==> src/rtl/ds2_pkg.sv <==
// rtl/ds2_pkg.sv - shared DualShock2 button map, stick constants and input-vector layout
package ds2_pkg;

   // Button bit positions within ds2_btn
   localparam int BTN_SEL    = 0;
   localparam int BTN_R3     = 1;
   localparam int BTN_L3     = 2;
   localparam int BTN_START  = 3;
   localparam int BTN_UP     = 4;
   localparam int BTN_RIGHT  = 5;
   localparam int BTN_DOWN   = 6;
   localparam int BTN_LEFT   = 7;
   localparam int BTN_L2     = 8;
   localparam int BTN_R2     = 9;
   localparam int BTN_L1     = 10;
   localparam int BTN_R1     = 11;
   localparam int BTN_TRI    = 12;
   localparam int BTN_CIRC   = 13;
   localparam int BTN_CROSS  = 14;
   localparam int BTN_SQUARE = 15;

   localparam logic [7:0] STICK_CENTRE = 8'h80;
   localparam int         DEADZONE_DEF = 32;

   // Input vector is {buttons[15:0], lx[7:0], ly[7:0]}
   localparam int               VEC_W   = 32;
   localparam logic [VEC_W-1:0] VEC_RST = {16'h0000, STICK_CENTRE, STICK_CENTRE};

endpackage

==> src/rtl/ds2_frame_sampler.sv <==
// rtl/ds2_frame_sampler.sv - synchronizes the DS2 vector and vsync, filters glitches, latches one vector per frame
module ds2_frame_sampler
   import ds2_pkg::*;
#(
   parameter int STABLE_CYC = 4
) (
   input  logic             clk,
   input  logic             rst_n,
   input  logic             vsync,
   input  logic [VEC_W-1:0] vec,
   output logic             frame_evt,
   output logic [VEC_W-1:0] nxt_vec,
   output logic [VEC_W-1:0] cur_vec,
   output logic             frame_tick
);

   localparam int CW = $clog2(STABLE_CYC + 1);

   logic [VEC_W-1:0] vec_s1, vec_s2, vec_d, acc;
   logic             vs_s1, vs_s2, vs_d;
   logic [CW-1:0]    stab_cnt;
   logic             same, accept;

   // A sample counts toward stability only if it equals the one before it
   assign same      = (vec_s2 == vec_d);
   assign accept    = same && (stab_cnt >= CW'(STABLE_CYC - 1));
   // A frame landing on the acceptance cycle sees the freshly accepted value
   assign nxt_vec   = accept ? vec_s2 : acc;
   assign frame_evt = vs_s2 & ~vs_d;

   // Two-flop synchronizers plus one delay stage for compare/edge detect
   always_ff @(posedge clk or negedge rst_n) begin
      if (!rst_n) begin
         vec_s1 <= VEC_RST;
         vec_s2 <= VEC_RST;
         vec_d  <= VEC_RST;
         vs_s1  <= 1'b0;
         vs_s2  <= 1'b0;
         vs_d   <= 1'b0;
      end else begin
         vec_s1 <= vec;
         vec_s2 <= vec_s1;
         vec_d  <= vec_s2;
         vs_s1  <= vsync;
         vs_s2  <= vs_s1;
         vs_d   <= vs_s2;
      end
   end

   // Stability counter: restarts on any change, saturates at STABLE_CYC
   always_ff @(posedge clk or negedge rst_n) begin
      if (!rst_n) begin
         stab_cnt <= '0;
         acc      <= VEC_RST;
      end else begin
         if (!same)
            stab_cnt <= CW'(1);
         else if (stab_cnt != CW'(STABLE_CYC))
            stab_cnt <= stab_cnt + CW'(1);
         if (accept)
            acc <= vec_s2;
      end
   end

   // Per-frame latch of the accepted vector; cur_vec serves as prev for the next frame
   always_ff @(posedge clk or negedge rst_n) begin
      if (!rst_n) begin
         cur_vec    <= VEC_RST;
         frame_tick <= 1'b0;
      end else begin
         frame_tick <= frame_evt;
         if (frame_evt)
            cur_vec <= nxt_vec;
      end
   end

endmodule

==> src/rtl/ds2_a2600_joy.sv <==
// rtl/ds2_a2600_joy.sv - DS2 to Atari 2600 joystick/paddle mapper; paddle built only with DS2_A2600_PADDLE_EN
module ds2_a2600_joy
   import ds2_pkg::*;
#(
   parameter int STABLE_CYC   = 4,
   parameter int DEADZONE     = DEADZONE_DEF,
   parameter int AUTOFIRE_DIV = 4,
   parameter int PADDLE_SHIFT = 3
) (
   input  logic        clk,
   input  logic        rst_n,
   input  logic        vsync,
   input  logic [15:0] ds2_btn,
   input  logic [7:0]  ds2_lx,
   input  logic [7:0]  ds2_ly,
   output logic        joy_up,
   output logic        joy_down,
   output logic        joy_left,
   output logic        joy_right,
   output logic        joy_fire,
   output logic [7:0]  paddle_pos,
   output logic        paddle_fire,
   output logic        analog_mode,
   output logic        autofire_on,
   output logic        frame_tick
);

   localparam logic [7:0] LO_TH = STICK_CENTRE - 8'(DEADZONE);
   localparam logic [7:0] HI_TH = 8'h7F + 8'(DEADZONE);

   logic             frame_evt;
   logic [VEC_W-1:0] nxt_vec, cur_vec;
   logic [15:0]      b, pb;
   logic [7:0]       lx, ly;
   logic             press_start, press_r1;
   logic             mode_n, af_n, phase, phase_n;
   logic [3:0]       af_cnt, cnt_n;
   logic             l_raw, r_raw, u_raw, d_raw, fire_n;
   logic             unused_bits;

   ds2_frame_sampler #(.STABLE_CYC(STABLE_CYC)) u_sampler (
      .clk        (clk),
      .rst_n      (rst_n),
      .vsync      (vsync),
      .vec        ({ds2_btn, ds2_lx, ds2_ly}),
      .frame_evt  (frame_evt),
      .nxt_vec    (nxt_vec),
      .cur_vec    (cur_vec),
      .frame_tick (frame_tick)
   );

   assign b           = nxt_vec[31:16];
   assign lx          = nxt_vec[15:8];
   assign ly          = nxt_vec[7:0];
   assign pb          = cur_vec[31:16];
   assign press_start = b[BTN_START] & ~pb[BTN_START];
   assign press_r1    = b[BTN_R1] & ~pb[BTN_R1];

   // Buttons and fields with no Atari mapping
   assign unused_bits = ^{b[BTN_R3], b[BTN_L3], b[BTN_L2], b[BTN_R2], b[BTN_TRI],
                          b[BTN_L1], b[BTN_CIRC], pb, cur_vec[15:0], 4'(PADDLE_SHIFT)};

   // Next-frame mode, autofire phase, directions and fire
   always_comb begin
      mode_n  = analog_mode ^ (press_start & b[BTN_SEL]);
      af_n    = autofire_on ^ press_r1;
      phase_n = phase;
      cnt_n   = af_cnt;
      if (!af_n) begin
         phase_n = 1'b0;
         cnt_n   = 4'd0;
      end else if (autofire_on) begin
         if (af_cnt == 4'(AUTOFIRE_DIV - 1)) begin
            cnt_n   = 4'd0;
            phase_n = ~phase;
         end else begin
            cnt_n = af_cnt + 4'd1;
         end
      end
      l_raw  = b[BTN_LEFT]  | (mode_n & (lx < LO_TH));
      r_raw  = b[BTN_RIGHT] | (mode_n & (lx > HI_TH));
      u_raw  = b[BTN_UP]    | (mode_n & (ly < LO_TH));
      d_raw  = b[BTN_DOWN]  | (mode_n & (ly > HI_TH));
      fire_n = b[BTN_CROSS] | (b[BTN_SQUARE] & (af_n ? phase_n : 1'b1));
   end

   // Joystick outputs and mode state update once per frame
   always_ff @(posedge clk or negedge rst_n) begin
      if (!rst_n) begin
         joy_up      <= 1'b0;
         joy_down    <= 1'b0;
         joy_left    <= 1'b0;
         joy_right   <= 1'b0;
         joy_fire    <= 1'b0;
         analog_mode <= 1'b0;
         autofire_on <= 1'b0;
         phase       <= 1'b0;
         af_cnt      <= 4'd0;
      end else if (frame_evt) begin
         joy_left    <= l_raw & ~r_raw;
         joy_right   <= r_raw & ~l_raw;
         joy_up      <= u_raw & ~d_raw;
         joy_down    <= d_raw & ~u_raw;
         joy_fire    <= fire_n;
         analog_mode <= mode_n;
         autofire_on <= af_n;
         phase       <= phase_n;
         af_cnt      <= cnt_n;
      end
   end

`ifdef DS2_A2600_PADDLE_EN
   logic              press_l1;
   logic signed [8:0] offset, offset_abs, step;
   logic signed [9:0] pad_sum;
   logic [7:0]        pad_n;

   assign press_l1 = b[BTN_L1] & ~pb[BTN_L1];

   // Saturating paddle integrator; L1 recentre wins over motion
   always_comb begin
      offset     = $signed({1'b0, lx}) - $signed({1'b0, STICK_CENTRE});
      offset_abs = offset[8] ? -offset : offset;
      step       = offset >>> PADDLE_SHIFT;
      pad_sum    = $signed({2'b00, paddle_pos}) + $signed({step[8], step});
      pad_n      = paddle_pos;
      if (press_l1)
         pad_n = STICK_CENTRE;
      else if (offset_abs > 9'(DEADZONE)) begin
         if (pad_sum[9])
            pad_n = 8'h00;
         else if (pad_sum[8])
            pad_n = 8'hFF;
         else
            pad_n = pad_sum[7:0];
      end
   end

   // Paddle outputs update once per frame
   always_ff @(posedge clk or negedge rst_n) begin
      if (!rst_n) begin
         paddle_pos  <= STICK_CENTRE;
         paddle_fire <= 1'b0;
      end else if (frame_evt) begin
         paddle_pos  <= pad_n;
         paddle_fire <= b[BTN_CIRC];
      end
   end
`else
   assign paddle_pos  = STICK_CENTRE;
   assign paddle_fire = 1'b0;
`endif

endmodule

==> config.mk <==
export PLATFORM = sky130hd
export DESIGN_NAME = ds2_a2600_joy
export DESIGN_NICKNAME = d
export VERILOG_FILES = /design/src/rtl/ds2_pkg.sv /design/src/rtl/ds2_frame_sampler.sv /design/src/rtl/ds2_a2600_joy.sv
export SDC_FILE = /design/constraint.sdc
export NUM_CORES = 1
export LEC_CHECK = 0
export CAP_MARGIN = 20
export CORE_ASPECT_RATIO = 0.6
export CORE_UTILIZATION = 44
export DETAILED_ROUTE_END_ITERATION = 8
export GPL_TIMING_DRIVEN = 0
export PLACE_DENSITY_LB_ADDON = 0.05
export SLEW_MARGIN = 20
export SYNTH_ARGS = -nofsm -noshare
export SYNTH_HDL_FRONTEND = slang
export SYNTH_SLANG_ARGS = --single-unit
export TNS_END_PERCENT = 20
==> constraint.sdc <==
create_clock -name clk -period 4.4 [get_ports clk]
set_clock_uncertainty 0.15 [all_clocks]
set_input_delay 0.66 -clock clk [delete_from_list [all_inputs] [get_ports clk]]
set_output_delay 0.66 -clock clk [all_outputs]
set_load 0.02 [all_outputs]
# Yosys cells after proc, flatten, opt, wreduce, memory -nomap -nowiden
# Cells that the tools add are included.
[word_totals]
register_bits = 175
latch_bits = 0
mem_bits_rw = 0
rom_bits = 0
inputBits = 35
output_inout_bits = 17
word_cells = 71
mem_count = 0
[op_classes]
addsub = 2
n_mul = 0
div_mod_pow = 0
magnitude_cmp = 5
n_eq_ne = 5
n_shift = 0
mux = 10
bitwise = 28
reduce_logical = 2
[op_table]
columns = ["operator", "n"]
rows = [
  ["$eq A32 B32 Y1", 1],
  ["$mux W32", 1],
  ["$gt A8 B8 Y1 const B", 2],
  ["$lt A8 B7 Y1 const B", 2],
  ["$and A1 B1 Y1", 13],
  ["$mux W4", 3],
  ["$not A1 Y1", 8],
  ["$mux W3", 2],
  ["$or A1 B1 Y1", 5],
  ["$add A4 B1 Y4 const B", 1],
  ["$eq A4 B2 Y1 const B", 1],
  ["$mux W1", 4],
  ["$ne A2 B2 Y1 const B", 2],
  ["$add A3 B1 Y3 const B", 1],
  ["$ge A3 B2 Y1 const B", 1],
  ["$ne A3 B3 Y1 const B", 1],
  ["$reduce_and A2 Y1", 1],
  ["$xor A1 B1 Y1", 2],
  ["$logic_and A1 B1 Y1", 1],
]

# Logic depth before layout (Yosys ltp)
[depth]
depth_word = 10
depth_mapped = 11
depth_no_buf = 10

# Cells and area by module
# A second synthesis with hierarchy kept.
[hier_totals]
cells_unflattened = 496
area_unflattened_um2 = 6677.7
[by_module_without_submodules]
columns = ["mod", "instances", "cells_per_inst", "area_each_um2", "seq_area_each_um2"]
rows = [
  ["ds2_frame_sampler", 1, 416, 5919.4, 4191.5],
  ["ds2_a2600_joy", 1, 80, 758.2, 300.3],
]

# Worst setup path after synthesis
# Ideal clock, no wire load.
[synth_path]
kind = "reg2reg"
startpoint = "register u_sampler.vec_s2[7]"
endpoint = "register joy_fire"
setup_ps = 145
arrival_ps = 2966
t_required_ps = 4105
setup_slack_ps = 1139
path_stages_with_launch = 12
n_path_buf = 1
period_less_slack_ps = 3261
cell_sequence = "dfstp_2 > xor2_1 > nor4_1 > nand4_1 > nor3_4 > buf_6 > mux2i_1 > nor2_1 > ha_1 > nand2b_1 > a2111oi_0 > a211oi_2"
[synth_between]
elab_chain_cells = 9
[synth_lines]
columns = ["item", "line_no", "text"]
rows = [
  ["from (decl)", "ds2_frame_sampler.sv:19", "logic [VEC_W-1:0] vec_s1, vec_s2, vec_d, acc;"],
  ["from (signal assigned)", "ds2_frame_sampler.sv:42", "vec_s2 <= vec_s1;"],
  ["$eq A32 B32 Y1 (*)", "ds2_frame_sampler.sv:25", "assign same = (vec_s2 == vec_d);"],
  ["$logic_and A1 B1 Y1 (*)", "ds2_frame_sampler.sv:26", "assign accept = same && (stab_cnt >= CW'(STABLE_CYC - 1));"],
  ["$mux W32 (*)", "ds2_frame_sampler.sv:28", "assign nxt_vec = accept ? vec_s2 : acc;"],
  ["$and A1 B1 Y1", "ds2_a2600_joy.sv:57", "assign press_r1 = b[BTN_R1] & ~pb[BTN_R1];"],
  ["$xor A1 B1 Y1", "ds2_a2600_joy.sv:66", "af_n = autofire_on ^ press_r1;"],
  ["$mux W1", "ds2_a2600_joy.sv:69", "if (!af_n) begin"],
  ["$mux W1", "ds2_a2600_joy.sv:84", "fire_n = b[BTN_CROSS] | (b[BTN_SQUARE] & (af_n ? phase_n : 1'b1));"],
  ["$and A1 B1 Y1", "ds2_a2600_joy.sv:84", ""],
  ["$or A1 B1 Y1 (*)", "ds2_a2600_joy.sv:84", ""],
  ["to (signal assigned)", "ds2_a2600_joy.sv:104", "joy_fire <= fire_n;"],
  ["to (decl)", "ds2_a2600_joy.sv:20", "output logic joy_fire,"],
]
# Mark *: on every way between the ends. The rest lies on a longest branch, timed or not.
# A chain may end at the register's enable or synchronous reset.

# Worst setup path in the final report
[layout_path]
startpoint = "register u_sampler.vec_s2[31]"
endpoint = "register joy_fire"
[layout_between]
elab_chain_cells = 9
[layout_lines]
columns = ["item", "line_no"]
rows = [
  ["$eq A32 B32 Y1", "ds2_frame_sampler.sv:25"],
  ["$logic_and A1 B1 Y1", "ds2_frame_sampler.sv:26"],
  ["$mux W32 (*)", "ds2_frame_sampler.sv:28"],
  ["$and A1 B1 Y1", "ds2_a2600_joy.sv:57"],
  ["$xor A1 B1 Y1", "ds2_a2600_joy.sv:66"],
  ["$mux W1", "ds2_a2600_joy.sv:69"],
  ["$mux W1", "ds2_a2600_joy.sv:84"],
  ["$and A1 B1 Y1", "ds2_a2600_joy.sv:84"],
  ["$or A1 B1 Y1 (*)", "ds2_a2600_joy.sv:84"],
]
# Marks and branches as above.

==> results.txt <==
- Number of nets at the end of the flow: 416
- Dividing the detail-routed via count by the number of cells gives between 4 and 5.
* Post-synth top cells: 124 x dfrtp_1, 35 x xor2_1, 16 x mux2_2
- TritonCTS clock tree: built
- The cell count after synthesis came out at 304.
- Counting distinct cell types in the post-synthesis netlist gives 37.
* Number of antenna violations at the first check in global routing: 0
* Path class of the lowest-slack min-delay path: input pin to asynchronous set/reset pin
- Combinational family with the most area after synthesis: XOR/XNOR gates
- Clock Tree Root: clkbuf_16
- Number of flip-flops and latches in the synthesized netlist: 132
* Avg WL per Cell: 14.2 um
* Die outline area: 0.0108 mm2
- The synthesized design contains 0 enable-type register cells.
- In this run the count of I/O pins placed on the die edge is 52.
- Worst Setup Slack, final: roughly 0.45 ns
- Of the post-synthesis cell area, the dominant cell type holds 0.680.
* Detailed-routing iteration count for the pre-antenna-repair pass: 4
- Max-cap violations in this run came to 0.
- Total power after layout: just under 3 mW
- Mux cell area share after synthesis: 0.0441
* Fin crit share: 0.898
* Number of synthesis warnings: 0
* Clock buffer depth: 2
* Worst Setup Path Type: register to register
- Max-slew violation total from the final report: 0
- Post-detailed-routing wire length: about 7500 um
- Among all cell types in the netlist, the one instantiated most often is dfrtp_1.
- Compound-gate portion of the synthesized area: 0.0491
- The total overflow left after global routing is 0.
- STA classifies the critical path endpoint as a register.
- Horizontal extent of the die: 134 um
- Cell leakage power: roughly 2.6 nW
- Of the synthesized area, sequential elements account for 0.726.
- Post-Synth XOR/XNOR Area: 0.0710
- The flow ran to the end, and the final reports show no timing, DRC or antenna violations.
* Endpoint of the most critical register-to-register path: joy_fire
- H-tree levels: 4
* Final Hold Vio Count: 0
- First-pass GRT wire length: about 13,000 um
- Counting flops with an async set or reset pin after synthesis yields a share of 1.00.
- Basic-gate share of the synthesized area counting and, or, nand and nor cells: 0.0652
- Vertical die dimension: slightly above 80 um
* PD cells: 501 mW/mm2
* Maximum number of pins on one net before global-route repair: 83
* Residual antenna-violating net count after detailed routing: 0
- Initial core utilization: 0.457
- The via count of the first global-routing pass was 2,407.
* DP Area: 0.00521 mm2
- After routing, the total negative slack on setup checks comes to 0 ns.
- Setup repair after global routing missed its margin: false
* Transition time at the pin with the least slew margin: 0.665 ns
* Data arrival time of the worst path: between 4 and 5 ns
- Clock transition at the registers of the reported paths: 0.06 ns
* CTS hold repair buffers: 0
- In the final layout, the share of cells above drive strength 1 is 0.193.
* Design Area, Final: 0.00589 mm2
* Share of synthesized cell area in full adder, half adder and majority cells: 0.0137
* Reg-to-reg slack, setup: 0.45 ns
* Global-route usage over all layers: 0.164
- Area of the mapped netlist: 0.00457 mm2
- The area growth from synthesis to layout is 29.0%.
- Worst max-slew margin expressed relative to the limit: 0.552
- Final count of negative-setup-slack endpoints: 0
- In the post-synthesis netlist, the biggest area contributors are dfrtp_1 68%, xor2_1 6.7%, dfstp_2 4.6%, mux2_2 3.9%, buf_4 1.6%.
- Worst vdd rail ir drop: 0.274 mV
* CTS sink count: 132
- Initial DRC count: 133
- Final RePlAce weighted congestion: roughly 0.75
- OpenSTA, run right after detailed placement, puts the worst setup slack at 0.196 ns.
* Synthesized area per cell: 15.0 um2
- Top_reg_cell synth: dfrtp_1
- Core area: 0.00998 mm2
- Number of core rows: 28
* Reg-to-Reg Start: u_sampler.vec_s2[31]
- Timing would allow up to ~250 MHz.
- Number of cells on the worst reg-to-reg path: 11
- After detailed routing, the number of remaining DRC violations is 0.
- Worst setup path start: u_sampler.vec_s2[31]
* Time the final worst path needs with I/O delays and setup: 3.95 ns
* Number of buffers inserted by port buffering: 42
- The detailed router placed 2,413 vias in this run.
- Worst-Skew Late Latency: around 0.40 ns
- Maximum fanout along the worst path: 7
* Required time worst endpoint: ~4.5 ns
* Total clock buffers created by CTS: 17
- Element type at the critical path start: register
* Library cell with the largest summed area after synthesis: dfrtp_1
- Placed wire-length estimate: 4760 um
* Ant diodes: 0
==> cells in the final DEF (no fill, tap or decap), types with 2 or more instances in the layout <==
master,count
dfrtp_1,124
clkdlybuf4s50_1,41
xor2_1,35
clkbuf_16,17
mux2_2,16
buf_4,13
nand2_1,11
nor2_1,10
o21ai_0,10
nor4_1,9
conb_1,9
dfstp_2,8
inv_1,7
a211oi_1,6
nor3_1,5
ha_1,5
bufinv_16,5
clkbuf_1,4
or3_1,4
o31ai_1,4
nand3_1,4
inv_6,4
nand3b_1,3
a21oi_1,3
a31oi_1,3
clkinv_4,3
nand4_1,2
buf_6,2
nand2b_1,2
xnor2_1,2
or4_1,2
a32o_1,2
==> metrics by stage <==
step	instances	hold slack, ns	utilization
2_1_floorplan	311	0.181	-
3_5_place_dp	489	0.185	0.522
5_1_grt	524	0.0207	0.590
6_report	524	0.00107	0.590
3_3_place_gp	488	0.181	0.519
4_1_cts	521	0.00797	0.588
==> area by class of cell <==
class	instances	area [um2]
Buffer	15	109
Clock buffer	18	429
Clock inverter	14	224
Fill cell	777	4100
Inverter	7	26.3
Multi-Input combinational cell	157	1140
Sequential cell	132	3310
Tap cell	135	169
Timing Repair Buffer	46	475
==> layer usage <==
metal	GRT usage	up-vias	wire length, um	part of all wire
li1	-	1179	-	-
met1	0.227	1171	3870	0.52
met2	0.226	54	3150	0.42
met3	0.0562	9	347	0.047
met4	0.0920	0	87	0.012
met5	0	-	0	0
==> power by group <==
group	switching (mW)	total, mW	internal [mW]
logic	0.0609	0.120	0.0594
clock network	0.523	1.54	1.01
registers	0.0293	1.30	1.27
total	0.613	2.95	2.34
==> cells by family after synthesis <==
family | after synthesis
XOR/XNOR | 37
multiplexers | 18
AO/OA/AOI/OAI | 33
buffers and inverters | 22
flip-flops | 132
other | 2
adder cells (fa/ha/maj) | 5
AND/OR/NAND/NOR | 55
==> state kept, by name, indices dropped and copies added, names as in the netlist, 2 cells and up <==
signal / cells
u_sampler.vec_d: 32
u_sampler.vec_s1: 32
u_sampler.vec_s2: 32
u_sampler.acc: 15
af_cnt: 4
u_sampler.stab_cnt: 3
u_sampler.cur_vec: 2
==> worst max-delay path: stages (launching register included) <==
cell and delay (ns):
dfrtp_1 0.42, xor2_1 0.18, nor4_1 0.62, nand4_1 0.41, nor3_4 0.34, buf_6 0.17, mux2i_1 0.28, nor2_1 0.07
ha_1 0.36, nand2b_1 0.19, a2111oi_0 0.52, a211oi_2 0.09
==> worst max path at each step <==
stage,endpoint,depth (start not counted)
2_1_floorplan,joy_fire,11
3_3_place_gp,u_sampler.vec_s2[31],1
3_5_place_dp,joy_fire,11
4_1_cts,joy_fire,11
5_1_grt,joy_fire,11
6_report,joy_fire,11
==> timing repair <==
item                       4_1_cts  5_1_grt
resized for setup                0        0
setup endpoints to repair        0        1
buffers inserted                 0        3
Power figures use the tool's default switching activity.
